===== config.mk =====
export PLATFORM = sky130hd
export DESIGN_NAME = manual_key_ctrl
export DESIGN_NICKNAME = d
export VERILOG_FILES = /design/src/rtl/manual_key_ctrl.sv
export SDC_FILE = /design/constraint.sdc
export NUM_CORES = 1
export LEC_CHECK = 0
export CAP_MARGIN = 20
export CORE_UTILIZATION = 54
export CTS_BUF_LIST = sky130_fd_sc_hd__clkbuf_8
export CTS_CLUSTER_DIAMETER = 50
export DETAILED_ROUTE_END_ITERATION = 12
export MAX_ROUTING_LAYER = met4
export PLACE_DENSITY = 0.73
export SYNTH_ARGS = -nofsm -noshare
export SYNTH_HDL_FRONTEND = slang
export SYNTH_SLANG_ARGS = --single-unit

===== constraint.sdc =====
create_clock -name clk -period 3.6 [get_ports clk]
set_input_delay 0.72 -clock clk [delete_from_list [all_inputs] [get_ports clk]]
set_output_delay 0.72 -clock clk [all_outputs]
set_load 0.05 [all_outputs]

===== src/rtl/manual_key_ctrl.sv =====
// Front-panel manual-key sequencer: synchronises, debounces and arbitrates console keys,
// then issues one manual timing request per accepted press and waits for panel release.
module manual_key_ctrl #(
    parameter int unsigned DEBOUNCE_CYCLES = 200000,
    parameter int unsigned MFT_TIMEOUT     = 127
) (
    input  logic       clk,
    input  logic       rst,
    input  logic       key_start,
    input  logic       key_load_add,
    input  logic       key_dep,
    input  logic       key_exam,
    input  logic       key_cont,
    input  logic       key_stop,
    input  logic       run,
    input  logic       mftp2,
    output logic       mft_key,
    output logic [2:0] func,
    output logic       func_valid,
    output logic       stop_req,
    output logic       lockout,
    output logic       mft_err
);

    localparam int unsigned CNT_TOP = (DEBOUNCE_CYCLES > MFT_TIMEOUT) ? DEBOUNCE_CYCLES
                                                                      : MFT_TIMEOUT;
    localparam int unsigned CW = $clog2(CNT_TOP + 1);
    localparam logic [CW-1:0] DB_LAST = CW'(DEBOUNCE_CYCLES - 1);
    localparam logic [CW-1:0] TO_LAST = CW'(MFT_TIMEOUT - 1);
    localparam logic [CW-1:0] CNT_SAT = CW'(CNT_TOP);

    typedef enum logic [2:0] {
        StIdle,
        StDebounce,
        StFire,
        StWaitP2,
        StRelease
    } state_e;

    state_e        state_q;
    logic [CW-1:0] cnt_q;
    logic [5:0]    sync1_q;
    logic [5:0]    sk_q;

    logic [5:0]    key_raw;
    logic [5:0]    eligible;
    logic [2:0]    pick;
    logic          latched_key;
    logic          any_key;
    logic [CW-1:0] cnt_inc;

    // Bit order: 0 START, 1 LOAD ADD, 2 DEP, 3 EXAM, 4 CONT, 5 STOP (bit i is func code i+1).
    assign key_raw = {key_stop, key_cont, key_exam, key_dep, key_load_add, key_start};
    assign any_key = |sk_q;
    assign cnt_inc = (cnt_q == CNT_SAT) ? cnt_q : cnt_q + 1'b1;
    assign lockout = (state_q != StIdle);

    always_comb begin
        eligible = run ? {sk_q[5], 5'b0} : sk_q;
        pick = 3'd0;
        if (eligible[5])      pick = 3'd6;
        else if (eligible[0]) pick = 3'd1;
        else if (eligible[1]) pick = 3'd2;
        else if (eligible[2]) pick = 3'd3;
        else if (eligible[3]) pick = 3'd4;
        else if (eligible[4]) pick = 3'd5;
    end

    always_comb begin
        latched_key = 1'b0;
        case (func)
            3'd1:    latched_key = sk_q[0];
            3'd2:    latched_key = sk_q[1];
            3'd3:    latched_key = sk_q[2];
            3'd4:    latched_key = sk_q[3];
            3'd5:    latched_key = sk_q[4];
            3'd6:    latched_key = sk_q[5];
            default: latched_key = 1'b0;
        endcase
    end

    always_ff @(posedge clk) begin
        if (rst) begin
            state_q    <= StIdle;
            cnt_q      <= '0;
            sync1_q    <= '0;
            sk_q       <= '0;
            mft_key    <= 1'b0;
            func       <= 3'd0;
            func_valid <= 1'b0;
            stop_req   <= 1'b0;
            mft_err    <= 1'b0;
        end else begin
            sync1_q  <= key_raw;
            sk_q     <= sync1_q;
            stop_req <= 1'b0;
            case (state_q)
                StIdle: begin
                    if (pick != 3'd0) begin
                        func    <= pick;
                        mft_err <= 1'b0;
                        cnt_q   <= '0;
                        state_q <= StDebounce;
                    end
                end
                StDebounce: begin
                    if (!latched_key) begin
                        func    <= 3'd0;
                        state_q <= StIdle;
                    end else if (cnt_q == DB_LAST) begin
                        cnt_q <= '0;
                        if (func == 3'd6) begin
                            stop_req <= 1'b1;
                            state_q  <= StRelease;
                        end else begin
                            state_q <= StFire;
                        end
                    end else begin
                        cnt_q <= cnt_inc;
                    end
                end
                StFire: begin
                    mft_key    <= 1'b1;
                    func_valid <= 1'b1;
                    cnt_q      <= '0;
                    state_q    <= StWaitP2;
                end
                StWaitP2: begin
                    if (mftp2 || cnt_q == TO_LAST) begin
                        mft_key    <= 1'b0;
                        func_valid <= 1'b0;
                        cnt_q      <= '0;
                        state_q    <= StRelease;
                        if (!mftp2) mft_err <= 1'b1;
                    end else begin
                        cnt_q <= cnt_inc;
                    end
                end
                StRelease: begin
                    // Any key bounce restarts the release window.
                    if (any_key) begin
                        cnt_q <= '0;
                    end else if (cnt_q == DB_LAST) begin
                        func    <= 3'd0;
                        state_q <= StIdle;
                    end else begin
                        cnt_q <= cnt_inc;
                    end
                end
                default: state_q <= StIdle;
            endcase
        end
    end

endmodule

==> flow_summary.yaml, run 1 <==
global_routing:
  grt_first_pass_wirelength_mm: 7.02
  antenna_found_initial: 0
  grt_max_degree: 17
  first_global_vias: 1589
  grt_use_total_pct: 23.4
  grt-ovfl-total: 0
clock_network:
  clk_pin_slew_worst_paths_ns: 0.08
  cts_made_buffers: 5
  worstSkewPairLatency_ns: 0.30
  cts_resized: 0
  postCtsSetupRepairBufs: 0
  max-clock-path-buffers: 2
  cts_tree: "built"
  htreeDepth: 2
  cts_root_buffer: "clkbuf_8"
  cts.sinks: 39
  cts.hold.buffers_added: 0
logic_synthesis:
  synth_seq_cells: 39
  synthDistinctLibCells: 42
  synth_mux_area_share_pct: 4.25
  synth_top_flop_cell: "dfxtp_1"
  synth_compound_area_share_pct: 14.0
  synth_top_family_by_area: "simple AND/OR/NAND/NOR gates"
  synth_edf_count: 0
  synthArstFlopShare_pct: 0
  syn_avg_cell_area_um2: 8.39
  post_synth_and_or_nand_nor_area_fraction_pct: 32.7
  ys_seq_area_share_pct: 39.6
  synth-xor-area-share_pct: 3.11
  syn_inst: 235
  synthesis.nets: 248
  yosysWarnings: 0
  synth_area_um2: 1970
  synth_fa_ha_area_share_pct: 1.90
power:
  p_sw_w: 0.000284
  p_comb_share_pct: 16.5
  p_clk_share_pct: 40.4
  total_leakage_power_nw: 0.766
  cell_internal_pwr_w: 0.000792
  p_per_area_nw_per_um2: 467
  ir_worst_vdd_v: 0.000270
  pwr-share-seq_pct: 43.1
  switching_share_pct: 26.4
sta:
  setup_ws_ns: 0.802
  fin_hold_ws_ns: 0.439
  worst_pin_slew_ns: 0.804
  fin_crit_ns: 2.80
  maxSlewViolCount: 0
  max_slew_margin_pct: 45.9
  tns_ns: 0
  hold_violations: 0
  setup-violations-final: 0
  fmax_mhz: 357
  clock_skew_ns: 0.00590
  final.period_utilization_pct: 77.7
  rsz0062_at_grt: "false"
critical_path:
  worstSetupPathType: "register to register"
  crit_fanout: 5
  crit_required_ns: 3.84
  cp-end-kind: "register"
  cp.arrival_ns: 3.04
  setup.worst_path.start_class: "register"
routing:
  viasPerCell: 5.78
  num_vias: 1741
  drtAntennaViolNets: 0
  wl_per_cell_um: 13.8
  post-route-drc-count: 0
  routed_wirelength_mm: 4.15
  drt_iter0_drc: 126
  drt-pass1-iter-count: 4
layout:
  final_common_cell: "dfxtp_1"
  antenna_cells: 0
  layout_common_cells: "dfxtp_1, nor2_1, nand2_1, clkdlybuf4s50_1, a21oi_1"
  n_fill_cell: 300
  syn_to_final_growth_pct: 16.8
  post_route_cells_drive_above_1_share_pct: 6.67
  fin_cells: 301
  layout.nets: 267
placed_design:
  gp_congestion: 0.808
  port_buffers: 17
  hpwlAfterDp_mm: 3.02
  placed_cells: 293
  post-place-ws_ns: 0.833
floorplan:
  dieArea_um2: 3900
  io_pins: 18
  start_util_pct: 57.7
  die_h_um: 62.4
  num_rows: 21
  die_w_um: 62.4
  fp.coreArea_um2: 3420
hold_path:
  hold_path.class: "register to register"
job:
  cap_viol_max_count: 0
run_status:
  status: "complete, no violations"
## power by group through the flow
stage               Sequential [W]  Combinational (W)  Clock (W)
floorplan                 0.000476           0.000134          0
global placement          0.000473           0.000174          0
detailed placement        0.000474           0.000176          0
CTS                       0.000464           0.000176   0.000440
global route              0.000466           0.000197   0.000457
finish                    0.000464           0.000178   0.000434
## sequential cells by signal, summed over array words and instances (netlist names)
name        flops
cnt_q          18
sk_q            6
sync1_q         6
func            3
state_q         3
func_valid      1
mft_err         1
stop_req        1
## layer usage
layer	vias up	part of all wire [%]	global-route usage, %	wire (um)
met5	-	0	-	0
met4	0	1.5	10.5	63
met3	5	6.7	6.20	279
met2	51	45	35.3	1880
met1	803	46	29.2	1920
li1	882	-	-	-
## cells by family after synthesis
kind of cell    after synthesis
fa+ha+maj                     3
simple gates                118
compound gates               45
xor+xnor                      7
buf+inv                      16
mux                           7
flops                        39
## synth_stat cells (7+ instances only)
cell type | number | area [um2]
dfxtp_1 | 39 | 781
nor2_1 | 22 | 82.6
nand2_1 | 20 | 75.1
a21oi_1 | 15 | 75.1
nor2b_1 | 13 | 81.3
o21ai_0 | 11 | 55.1
nor4_1 | 10 | 62.6
nor3_1 | 9 | 45.0
inv_1 | 8 | 30.0
nand3_1 | 8 | 40.0
xnor2_1 | 7 | 61.3
## worst paths after layout
| kind | start | to | slack [ns] | depth (start not counted) |
|---|---|---|---|---|
| setup / recovery | cnt_q[0] | state_q[0] | 0.80 | 8 |
| hold / removal | sync1_q[5] | sk_q[5] | 0.44 | 1 |
| setup reg to reg | cnt_q[0] | state_q[0] | 0.80 | 8 |
| hold reg to reg | sync1_q[5] | sk_q[5] | 0.44 | 1 |
## worst max-delay path, stage by stage (launching register included)
cell and delay, ns:
dfxtp_1 0.34, inv_1 0.09, ha_1 0.15, or4b_1 0.42, or4_1 0.45, o21ai_1 0.33
nand2_1 0.08, a2111oi_0 0.60, mux2_2 0.28
## final cells by class
cell class	count	area [um2]	area share [%]
multi-input cells	180	1100	48.0
flip-flops and latches	39	781	33.9
repair buffers	20	193	8.37
clock buffers	5	68.8	2.99
clock inverters	3	67.6	2.94
well taps	46	57.6	2.50
inverters	8	30.0	1.31
## through the flow
step	total power, W	util [%]	instance area, um2
after global placement	0.000647	63.4	2160
after CTS	0.00108	67.4	2300
after detailed placement	0.000650	63.4	2160
after global routing	0.00112	67.4	2300
after floorplan	0.000610	-	1970
final	0.00108	67.4	2300
Power figures use the tool's default switching activity.
==> inputs of run 2 (changes only) <==
CORE_UTILIZATION = 53   (was 54)
PLACE_DENSITY = 0.74   (was 0.73)
clock period = 2.4 ns   (was 3.6 ns; I/O delays follow)
==> flow_summary.yaml, run 2 (synthesis gave the netlist of run 1 again) <==
clock_network:
  cts.hold.buffers_added: 0
  cts_root_buffer: "clkbuf_8"
  cts.sinks: 39
  htreeDepth: 2
  clk_pin_slew_worst_paths_ns: 0.08
  max-clock-path-buffers: 2
  cts_made_buffers: 5
  worstSkewPairLatency_ns: 0.30
  cts_tree: "built"
power:
  total_leakage_power_nw: 0.922
  ir_worst_vdd_v: 0.000435
  p_per_area_nw_per_um2: 673
sta:
  worst_pin_slew_ns: 0.613
  fmax_mhz: 429
  final.period_utilization_pct: 97.2
  setup-violations-final: 0
  clock_skew_ns: 0.00797
  maxSlewViolCount: 0
  max_slew_margin_pct: 58.8
  setup_ws_ns: 0.0683
  rsz0062_at_grt: "true"
  fin_crit_ns: 2.33
  hold_violations: 0
placed_design:
  post-place-ws_ns: -0.0220
  hpwlAfterDp_mm: 3.24
  gp_congestion: 0.876
  placed_cell_area_um2: 2350
  port_buffers: 17
layout:
  n_fill_cell: 260
  layout.nets: 292
  syn_to_final_growth_pct: 30.0
  largest_register: "cnt_q"
  layout_common_cells: "dfxtp_1, buf_4, nor2_1, nand2_1, clkdlybuf4s50_1"
  final_area_um2: 2560
  final_common_cell: "dfxtp_1"
  reg_top3: "cnt_q: 18 flops, sk_q: 6 flops, sync1_q: 6 flops"
  antenna_cells: 0
  post_route_cells_drive_above_1_share_pct: 19.6
  largest_reg_flops: 18
routing:
  drt_iter0_drc: 118
  drtAntennaViolNets: 0
  wl_per_cell_um: 14.0
  drt-pass1-iter-count: 6
  routed_wirelength_mm: 4.57
  post-route-drc-count: 0
  viasPerCell: 5.64
  num_vias: 1840
floorplan:
  die_h_um: 63.0
  dieArea_um2: 3970
  io_pins: 18
  start_util_pct: 57.3
  fp.coreArea_um2: 3440
  num_rows: 21
  die_w_um: 63.0
global_routing:
  grt_max_degree: 17
  grt-ovfl-total: 0
  antenna_found_initial: 0
  first_global_vias: 1622
  grt_use_total_pct: 24.3
  grt_first_pass_wirelength_mm: 7.35
run_status:
  status: "complete, no violations"
critical_path:
  worstSetupPathType: "register to register"
  crit_required_ns: 2.63
  crit_family: "simple AND/OR/NAND/NOR gates"
  cp.arrival_ns: 2.56
  cp_num_buf_inv: 0
  setup.worst_path.start_class: "register"
  crit_fanout: 7
  cp-end-kind: "register"
  worstPathCellList: "nand2b_4 > mux4_2 > o221a_4 > or4_4 > or3_1 > a21oi_1"
  crit_slowest_cell: "or4_4"
  critPathMaxStageDelay_ns: 0.54
job:
  cap_viol_max_count: 0
hold_path:
  hold_path.class: "register to register"
-- run 2: cell count changes in the layout (fill, tap and decap cells not counted), sizes merged --
cell	before	now
buf	3	28
clkdlybuf4s50	17	16
dlymetal6s2s	0	1
-- run 2: timing repair --
item,CTS,global route
pin swaps,0,5
endpoints found under the hold margin,0,0
gates resized for setup,1,16
gates cloned,0,1
endpoints found under the setup margin,3,21
buffers inserted,0,1
-- run 2: final cells by class --
class / count / area [um2] / area share, %
Inverter: 8 / 30.0 / 1.17
Clock inverter: 3 / 67.6 / 2.64
Timing Repair Buffer: 45 / 390 / 15.2
Multi-Input combinational cell: 180 / 1160 / 45.3
Tap cell: 46 / 57.6 / 2.25
Sequential cell: 39 / 787 / 30.7
Clock buffer: 5 / 68.8 / 2.69
-- run 2: worst paths after layout --
| path | to | cells after the start | slack (ns) | startpoint |
|---|---|---|---|---|
| max | cnt_q[2] | 6 | 0.07 | func[1] |
| min | sk_q[4] | 1 | 0.44 | sync1_q[4] |
| max reg2reg | cnt_q[2] | 6 | 0.07 | func[1] |
| min reg2reg | sk_q[4] | 1 | 0.44 | sync1_q[4] |
-- run 2: report_power, final --
group / internal [W] / total [W] / switching, W
combinational: 0.000177 / 0.000373 / 0.000196
sequential: 0.000671 / 0.000692 / 0.0000206
clock: 0.000415 / 0.000661 / 0.000246
total: 0.00126 / 0.00172 / 0.000462
-- run 2: metrics by stage --
stage	util, %	TNS [ns]	total power (W)	instances	hold WS, ns
2_1_floorplan	-	-1.97	0.000917	235	0.414
3_3_place_gp	68.3	0	0.00103	316	0.416
3_5_place_dp	68.3	-0.0263	0.00104	316	0.426
4_1_cts	72.5	0	0.00170	324	0.440
5_1_grt	74.4	-0.0128	0.00179	326	0.461
6_report	74.4	0	0.00172	326	0.436
-- run 2: routing by layer --
layer / global-route usage, % / vias to the layer above / part of all wire [%]
li1: - / 934 / -
met1: 32.2 / 852 / 48
met2: 36.0 / 49 / 46
met3: 5.66 / 5 / 5.0
met4: 8.43 / 0 / 0.92
met5: - / - / 0
-- run 2: worst register-to-register path, delay by kind of cell (launching register included) --
kind / cells / cell delay [ns]
AND/OR/NAND/NOR: 3 / 1.00
AO/OA/AOI/OAI: 2 / 0.40
multiplexers: 1 / 0.50
flip-flops: 1 / 0.37
==> inputs of run 3 (changes only) <==
CTS_BUF_LIST = sky130_fd_sc_hd__clkbuf_2 sky130_fd_sc_hd__clkbuf_4 sky130_fd_sc_hd__clkbuf_8   (was sky130_fd_sc_hd__clkbuf_8)
==> results of run 3 <==
The final DEF is identical to that of run 2; final timing and power are the same.
